File: config.mk
export PLATFORM = sky130hd
export DESIGN_NAME = updown_counter_display
export DESIGN_NICKNAME = d
export VERILOG_FILES = /design/src/rtl/counter_pkg.sv /design/src/rtl/hex2seg.sv /design/src/rtl/updown_counter_display.sv
export SDC_FILE = /design/constraint.sdc
export NUM_CORES = 1
export LEC_CHECK = 0
export BUFFER_PORTS_ARGS = -buffer_cell sky130_fd_sc_hd__buf_2
export CORE_MARGIN = 5
export CORE_UTILIZATION = 50
export DETAILED_ROUTE_END_ITERATION = 10
export GPL_ROUTABILITY_DRIVEN = 0
export PLACE_DENSITY = 0.71
export SLEW_MARGIN = 10
export SYNTH_ARGS = -nofsm -noshare
export SYNTH_HDL_FRONTEND = slang
export SYNTH_SLANG_ARGS = --single-unit
File: constraint.sdc
create_clock -name clk -period 2.9 [get_ports clk]
set_clock_uncertainty 0.2 [all_clocks]
set_input_delay 0.58 -clock clk [delete_from_list [all_inputs] [get_ports clk]]
set_output_delay 0.58 -clock clk [all_outputs]
set_load 0.005 [all_outputs]
File: src/rtl/counter_pkg.sv
// Shared constants and active-low 7-segment glyph table for the up/down counter display.
package counter_pkg;

    localparam int         DIGW      = 4;
    localparam logic [3:0] MAX_BCD   = 4'd9;
    localparam logic [3:0] MAX_HEX   = 4'hF;
    localparam logic [6:0] SEG_BLANK = 7'h7F;
    localparam logic [6:0] SEG_ZERO  = 7'b1000000;

    // Segment order is {g,f,e,d,c,b,a}; a 0 lights the segment.
    function automatic logic [6:0] seg_of(input logic [3:0] v);
        logic [6:0] s;
        case (v)
            4'h0: s = 7'b1000000;
            4'h1: s = 7'b1111001;
            4'h2: s = 7'b0100100;
            4'h3: s = 7'b0110000;
            4'h4: s = 7'b0011001;
            4'h5: s = 7'b0010010;
            4'h6: s = 7'b0000010;
            4'h7: s = 7'b1111000;
            4'h8: s = 7'b0000000;
            4'h9: s = 7'b0010000;
            4'hA: s = 7'b0001000;
            4'hB: s = 7'b0000011;
            4'hC: s = 7'b1000110;
            4'hD: s = 7'b0100001;
            4'hE: s = 7'b0000110;
            default: s = 7'b0001110;
        endcase
        return s;
    endfunction

endpackage

File: src/rtl/hex2seg.sv
// Combinational 4-bit value to active-low 7-segment pattern decoder.
module hex2seg
    import counter_pkg::*;
(
    input  logic [3:0] hex,
    output logic [6:0] segn
);

    assign segn = seg_of(hex);

endmodule

File: src/rtl/updown_counter_display.sv
// Multi-digit BCD/hex up/down counter with rate prescaler and multiplexed 7-segment scan.
// Optional build macro: BLANK_LEADING_ZERO_EN blanks leading zero digits above digit 0.
module updown_counter_display
    import counter_pkg::*;
#(
    parameter int NDIG     = 4,
    parameter int RATE_DIV = 50_000_000,
    parameter int SCAN_DIV = 50_000,
    parameter int BCD      = 1
) (
    input  logic                 clk,
    input  logic                 rst,
    input  logic                 en,
    input  logic                 dir,
    input  logic                 clr,
    output logic [4*NDIG-1:0]    q,
    output logic                 cy,
    output logic [6:0]           segn,
    output logic [NDIG-1:0]      dign
);

    localparam int PRE_W  = (RATE_DIV > 1) ? $clog2(RATE_DIV) : 1;
    localparam int SCAN_W = (SCAN_DIV > 1) ? $clog2(SCAN_DIV) : 1;
    localparam int IDX_W  = (NDIG > 1) ? $clog2(NDIG) : 1;
    localparam logic [PRE_W-1:0]  PRE_LAST  = PRE_W'(RATE_DIV - 1);
    localparam logic [SCAN_W-1:0] SCAN_LAST = SCAN_W'(SCAN_DIV - 1);
    localparam logic [IDX_W-1:0]  IDX_LAST  = IDX_W'(NDIG - 1);
    localparam logic [DIGW-1:0]   DMAX      = (BCD != 0) ? MAX_BCD : MAX_HEX;

    logic                   en_q, dir_q, clr_q;
    logic [PRE_W-1:0]       pre_q, pre_d;
    logic [DIGW*NDIG-1:0]   cnt_q, cnt_d;
    logic                   cy_q, cy_d;
    logic [SCAN_W-1:0]      scan_q, scan_d;
    logic [IDX_W-1:0]       idx_q, idx_d;
    logic [6:0]             segn_q, segn_d;
    logic [NDIG-1:0]        dign_q, dign_d;
    logic                   tick;
    logic                   carry;
    logic [DIGW-1:0]        dig;
    logic [DIGW-1:0]        sel_dig;
    logic                   sel_blank;
    logic [6:0]             seg_raw;
    logic [NDIG-1:0]        lead_zero;

    assign tick = (pre_q == PRE_LAST);

    always_comb begin
        pre_d = pre_q + 1'b1;
        if (clr_q || tick) begin
            pre_d = '0;
        end
    end

    // Ripple the carry/borrow through the digit chain; what survives the top digit is the wrap.
    always_comb begin
        cnt_d = cnt_q;
        cy_d  = 1'b0;
        carry = 1'b1;
        dig   = '0;
        if (clr_q) begin
            cnt_d = '0;
        end else if (tick && en_q) begin
            for (int i = 0; i < NDIG; i++) begin
                dig = cnt_q[DIGW*i +: DIGW];
                if (carry) begin
                    if (dir_q) begin
                        if (dig == DMAX) begin
                            dig = '0;
                        end else begin
                            dig   = dig + 1'b1;
                            carry = 1'b0;
                        end
                    end else begin
                        if (dig == '0) begin
                            dig = DMAX;
                        end else begin
                            dig   = dig - 1'b1;
                            carry = 1'b0;
                        end
                    end
                end
                cnt_d[DIGW*i +: DIGW] = dig;
            end
            cy_d = carry;
        end
    end

`ifdef BLANK_LEADING_ZERO_EN
    logic zero_above;
    always_comb begin
        lead_zero  = '0;
        zero_above = 1'b1;
        for (int i = NDIG - 1; i > 0; i--) begin
            zero_above   = zero_above && (cnt_q[DIGW*i +: DIGW] == '0);
            lead_zero[i] = zero_above;
        end
    end
`else
    assign lead_zero = '0;
`endif

    // Segments and digit strobe are both taken from the next index so they switch together.
    always_comb begin
        scan_d    = scan_q + 1'b1;
        idx_d     = idx_q;
        sel_dig   = '0;
        sel_blank = 1'b0;
        if (scan_q == SCAN_LAST) begin
            scan_d = '0;
            idx_d  = (idx_q == IDX_LAST) ? '0 : idx_q + 1'b1;
        end
        for (int i = 0; i < NDIG; i++) begin
            if (idx_d == IDX_W'(i)) begin
                sel_dig   = cnt_q[DIGW*i +: DIGW];
                sel_blank = lead_zero[i];
            end
        end
        dign_d = ~(NDIG'(1) << idx_d);
        segn_d = sel_blank ? SEG_BLANK : seg_raw;
    end

    hex2seg u_hex2seg (
        .hex  (sel_dig),
        .segn (seg_raw)
    );

    always_ff @(posedge clk or posedge rst) begin
        if (rst) begin
            en_q   <= 1'b0;
            dir_q  <= 1'b0;
            clr_q  <= 1'b0;
            pre_q  <= '0;
            cnt_q  <= '0;
            cy_q   <= 1'b0;
            scan_q <= '0;
            idx_q  <= '0;
            segn_q <= SEG_ZERO;
            dign_q <= ~NDIG'(1);
        end else begin
            en_q   <= en;
            dir_q  <= dir;
            clr_q  <= clr;
            pre_q  <= pre_d;
            cnt_q  <= cnt_d;
            cy_q   <= cy_d;
            scan_q <= scan_d;
            idx_q  <= idx_d;
            segn_q <= segn_d;
            dign_q <= dign_d;
        end
    end

    assign q    = cnt_q;
    assign cy   = cy_q;
    assign segn = segn_q;
    assign dign = dign_q;

endmodule

# Yosys cells after proc, flatten, opt, wreduce, memory -nomap -nowiden
# Memory sizes are Yosys's and may differ from the RTL's. A register that Yosys moved wholly into a read port is not among the register bits.
# Cells that the tools add are included.
# word_totals
ff_bits,68
mem_bits_rw,0
input_bits,5
latchBits,0
n_memories,1
romBits,112
# op_classes
reduce_logical,14
magnitude_cmp,0
n_bitwise,1
eq_ne,10
n_div,0
muxes,48
n_mul,0
n_addsub,11
shifts,1
# mem_list
name,words,word_bits,rd,rd_clocked_by_memory_dff,wr,line,rtl
(no name shown),16,7,1,1,0,counter_pkg.sv:13,case (v)
# ops
operator,count
2-to-1 mux 4 bit,19
2-to-1 mux 16 bit,3
adder 26 x 1 -> 26 bit (second input constant),1
== test 26 bit (second input constant),1
2-to-1 mux 26 bit,1
2-to-1 mux 1 bit,23
adder 16 x 1 -> 16 bit (second input constant),1
adder 4 x 1 -> 4 bit (second input constant),4
== test 16 bit (second input constant),1
== test 4 bit (second input constant),4
zero test 4 bit,4
subtractor 4 x 1 -> 4 bit (second input constant),4
nonzero test 2 bit,4
== test 2 bit (second input constant),3
AND reduction 2 bit,3
2-to-1 mux 2 bit,2
inverter 4 bit,1
<< shifter 1 x 2 -> 4 bit (first input constant),1
adder 2 x 1 -> 2 bit (second input constant),1
== test 2 x 1 -> 1 bit (second input constant),1
zero test 2 bit,1
logical AND 1 bit,1
logical OR 1 bit,1

# Depth between registers and ports, before layout
# depth
word_depth,14
mapped_depth,14

# Hierarchy
# A second synthesis with hierarchy kept.
# unflattened
hier_cells,438
area_unflattened_um2,4200.3
# modules_own_cells
mod,n_inst,cells_each,area_each_um2
updown_counter_display,1,406,3925.0
hex2seg,1,32,275.3

# Least setup slack after synthesis
# Ideal clock, no wire load.
# synth_path
path_kind,register to register
start,register scan_q[5]
end,register segn_q[3] (netlist: segn[3])
path_buffers,1
stages_incl_launch_ff,13
period_less_slack_ns,2.879
arrival_time_ns,2.554
path_slack_ns,0.021
path_cell_list,dfrtp_1 -> nor4b_1 -> and4_4 -> mux2i_4 -> clkinv_2 -> buf_6 -> nand2_1 -> a32o_1 -> inv_1 -> ha_1 -> inv_1 -> mux2i_1 -> mux2_2
# synth_via
elab_chain_cells,7
word_cells_on_any_way,10
classes_between,eq/ne: 4; mux: 5; reduce/logical: 1
# synth_rtl
item,line,rtl
start: declaration,updown_counter_display.sv:34,"logic [SCAN_W-1:0] scan_q, scan_d;"
start signal: assignment,updown_counter_display.sv:147,scan_q <= scan_d;
== test 16 bit *,updown_counter_display.sv:109,if (scan_q == SCAN_LAST) begin
2-to-1 mux 2 bit *,updown_counter_display.sv:109,
via idx_d[1],updown_counter_display.sv:35,"logic [IDX_W-1:0] idx_q, idx_d;"
zero test 2 bit,updown_counter_display.sv:114,if (idx_d == IDX_W'(i)) begin
2-to-1 mux 4 bit (3 in series),updown_counter_display.sv:114,
2-to-1 mux 4 bit *,updown_counter_display.sv:114,
end: declaration,updown_counter_display.sv:36,"logic [6:0] segn_q, segn_d;"
# Mark *: on every way through the listed nets, which the timed path passes. The rest lies on a longest branch.
# A chain may end at the register's enable or synchronous reset.

# Worst setup path after layout
# layout_path
start,register scan_q[0]
end,register segn_q[3] (netlist: segn[3])
# layout_via
elab_chain_cells,7
word_cells_on_any_way,10
classes_between,eq/ne: 4; mux: 5; reduce/logical: 1
# layout_rtl
item,line
== test 16 bit *,updown_counter_display.sv:109
2-to-1 mux 2 bit *,updown_counter_display.sv:109
zero test 2 bit,updown_counter_display.sv:114
2-to-1 mux 4 bit (3 in series),updown_counter_display.sv:114
2-to-1 mux 4 bit *,updown_counter_display.sv:114
# Mark *: on every way between the ends. The rest lies on a longest branch, timed or not.

==> results.py <==
metrics = {
    "status": {
        "status": "finished clean",
    },
    "hold_path": {
        "min_to": "dir_q",
        "worstHoldPathCells": 1,
        "min_from": "dir",
        "hp-class": "input pin to flop",
    },
    "drt": {
        "via_per_inst": 5.520,
        "drt_iter0_drc": 184,
        "totalWireLength_mm": 9.032,
        "ant_nets": 0,
        "dr.pass1.iters": 5,
        "drc_errors": 0,
        "dr_total_vias": 3577,
        "wl_per_cell_um": 13.94,
    },
    "critical_path": {
        "startpoint": "scan_q[0]",
        "cp-end-kind": "flop",
        "r2r_cells": 12,
        "arrival_ps": 2860,
        "critPathLaunchType": "flop",
        "rr_endpoint": "segn[3]",
        "worst-path-max-fanout": 6,
        "crit_type": "flop to flop",
        "r2r-start": "scan_q[0]",
        "r2r_slack_ps": 80,
        "crit_required_ps": 2930,
    },
    "timing": {
        "hold_violations": 0,
        "drv_slew": 0,
        "rsz0062_at_grt": "true",
        "tightest_slew_ps": 778.5,
        "finalCritPeriodShare_pct": 97.25,
        "setup_viol": 0,
        "max_slew_margin_pct": 48.02,
        "period_needed_ps": 2820,
        "max_freq_mhz": 354.6,
    },
    "global_routing": {
        "first_global_vias": 3324,
        "grt_use_total_pct": 17.71,
        "grt_pass1_wl_mm": 14.97,
        "overflow": 0,
        "grt_start_max_net_pins": 38,
        "grt_antenna_before_repair": 0,
    },
    "finish": {
        "drive_gt1_share_pct": 22.59,
        "stdcell_count": 648,
        "nFillCells": 757,
        "finalInstanceArea_um2": 5107,
        "antenna_cells": 0,
        "nNetsFinal": 562,
        "syn2layout_area_growth_pct": 18.01,
    },
    "yosys": {
        "syn-cell-area_um2": 4328,
        "synth_area_leaders": "dfrtp_1 (41%), ha_1 (6.1%), nand2_1 (4.8%)",
        "synth_top_area_cell": "dfrtp_1",
        "synth_seq_area_share_pct": 43.48,
        "synthDistinctLibCells": 59,
        "synth_edf_count": 0,
        "syn_nets": 494,
        "synth_top_area_share_pct": 41.05,
        "syn_inst": 468,
        "ys_warn_count": 0,
        "synth-seq-cells": 75,
        "ys.flop_type": "dfrtp_1",
        "synthArstFlopShare_pct": 100.0,
        "avgSynthCellArea_um2": 9.248,
    },
    "power": {
        "power.leakage_nw": 2.338,
        "ir_drop_mv": 0.3142,
        "power_density_nw_per_um2": 407.5,
    },
    "floorplanning": {
        "die_area_um2": 10620,
        "die_h_um": 103.0,
        "io_pins": 33,
        "row_count": 34,
        "start_util_pct": 50.36,
        "die_w_um": 103.0,
        "coreArea_um2": 8593,
    },
    "run": {
        "cap_violations": 0,
    },
    "clock_network": {
        "clock_path_buffers": 2,
        "clk_latency_ps": 350,
        "clock_sinks": 75,
        "cts-root-buf": "clkbuf_8",
        "htreeDepth": 3,
        "holdBufCountCts": 0,
        "cts_tree": "built",
        "clk_pin_slew_ps": 80,
        "cts_buffers": 9,
    },
    "placed_design": {
        "place_inst": 621,
        "dpl.hpwl_mm": 6.387,
        "io_buffers": 32,
        "place_area_um2": 4773,
    },
}
## report_power, final
| part | switching, W | internal (W) |
|---|---|---|
| clock | 0.000382 | 0.000417 |
| sequential | 0.0000361 | 0.00106 |
| combinational | 0.000109 | 0.0000736 |
| total | 0.000527 | 0.00155 |
## worst max-delay path, cell delays in order, from the launching register on
cell and delay [ps]:
dfrtp_1 370, ha_1 180, and3_1 190, and4_4 270, buf_4 130, mux2i_4 320
buf_6 160, a32o_2 220, inv_2 50, ha_1 210, inv_2 90, mux2i_1 60
mux2_4 250
## per-layer routing
layer  up-vias  track usage, %  wire [um]
met1      1705           23.99       4242
met5         -               0          0
met2        84           28.47       4226
met4         0           6.275        135
li1       1772               -          -
met3        16           3.315        427
## cells in the final DEF, fill, tap and decap left out, types with 19 or more instances in the layout
master	n
inv_1	20
nand3_1	24
nor2_1	54
buf_2	32
o21ai_0	20
buf_4	39
ha_1	19
xor2_1	22
dfrtp_1	71
nand2_1	53
## worst max path at each step
stage	end	slack (ps)	cells after the start
6_report	segn[3]	80	12
5_1_grt	segn[3]	-50	11
3_3_place_gp	segn[3]	-8	12
2_1_floorplan	segn[3]	20	12
4_1_cts	segn[3]	30	12
3_5_place_dp	segn[3]	-120	12
## synthesized netlist by cell type (3+ instances only)
cell type / instances
nor2_1: 54
nand3b_1: 4
clkbuf_1: 12
o31ai_1: 3
nand2b_1: 3
nor3_1: 9
and3_1: 9
dfrtp_1: 71
nor4b_1: 4
a21oi_1: 13
nand4_1: 12
a22o_1: 4
inv_1: 26
xnor2_1: 16
ha_1: 21
or2_2: 3
nor2b_1: 4
xor2_1: 22
a41oi_1: 3
o21ai_1: 5
o21ai_0: 20
nor4_1: 5
nand3_1: 24
a31oi_1: 7
dfstp_2: 4
or3_1: 3
nand2_1: 55
buf_4: 3
mux2i_1: 8
## state kept, by name (all words and copies together), names as in the netlist
name and flops:
segn 7, en_q 1, cy 1, pre_q 26
q 16, scan_q 16, dign 4, clr_q 1
idx_q 2, dir_q 1
## final cells by class
| cell class | instances | area (um^2) | area share [%] |
|---|---|---|---|
| multi-input cells | 348 | 2282 | 44.68 |
| repair buffers | 75 | 506.7 | 9.922 |
| inverters | 27 | 108.9 | 2.131 |
| clock inverters | 4 | 51.30 | 1.004 |
| well taps | 108 | 135.1 | 2.646 |
| flip-flops and latches | 75 | 1882 | 36.84 |
| clock buffers | 11 | 141.4 | 2.768 |
## repair_timing
item,in CTS,in global routing
pin swaps,1,7
gates resized for setup,4,16
cloned,0,0
setup buffers,1,11
endpoints found under the setup margin,4,6
## stage by stage
step / setup TNS (ps) / total power, W / setup slack [ps] / hold slack (ps) / utilization (%)
final: 0 / 0.002081 / 79.76 / 128.8 / 59.44
after global routing: -118.6 / 0.002172 / -52.35 / 113.6 / 59.44
after CTS: 0 / 0.002100 / 32.19 / 117.1 / 58.10
after detailed placement: -328.1 / 0.001303 / -120.7 / 254.9 / 55.55
after global placement: -10.97 / 0.001298 / -7.797 / 243.7 / 55.55
after floorplan: 0 / 0.001245 / 21.05 / 232.8 / -
## cell families after synthesis
family	after synthesis	share of synthesized area, %
fa+ha+maj	21	6.071
buf+inv	45	4.567
mux	11	3.151
xor+xnor	38	7.690
flops	75	43.48
compound gates	77	12.11
simple gates	201	22.93
(Power assumes the default switching activity.)
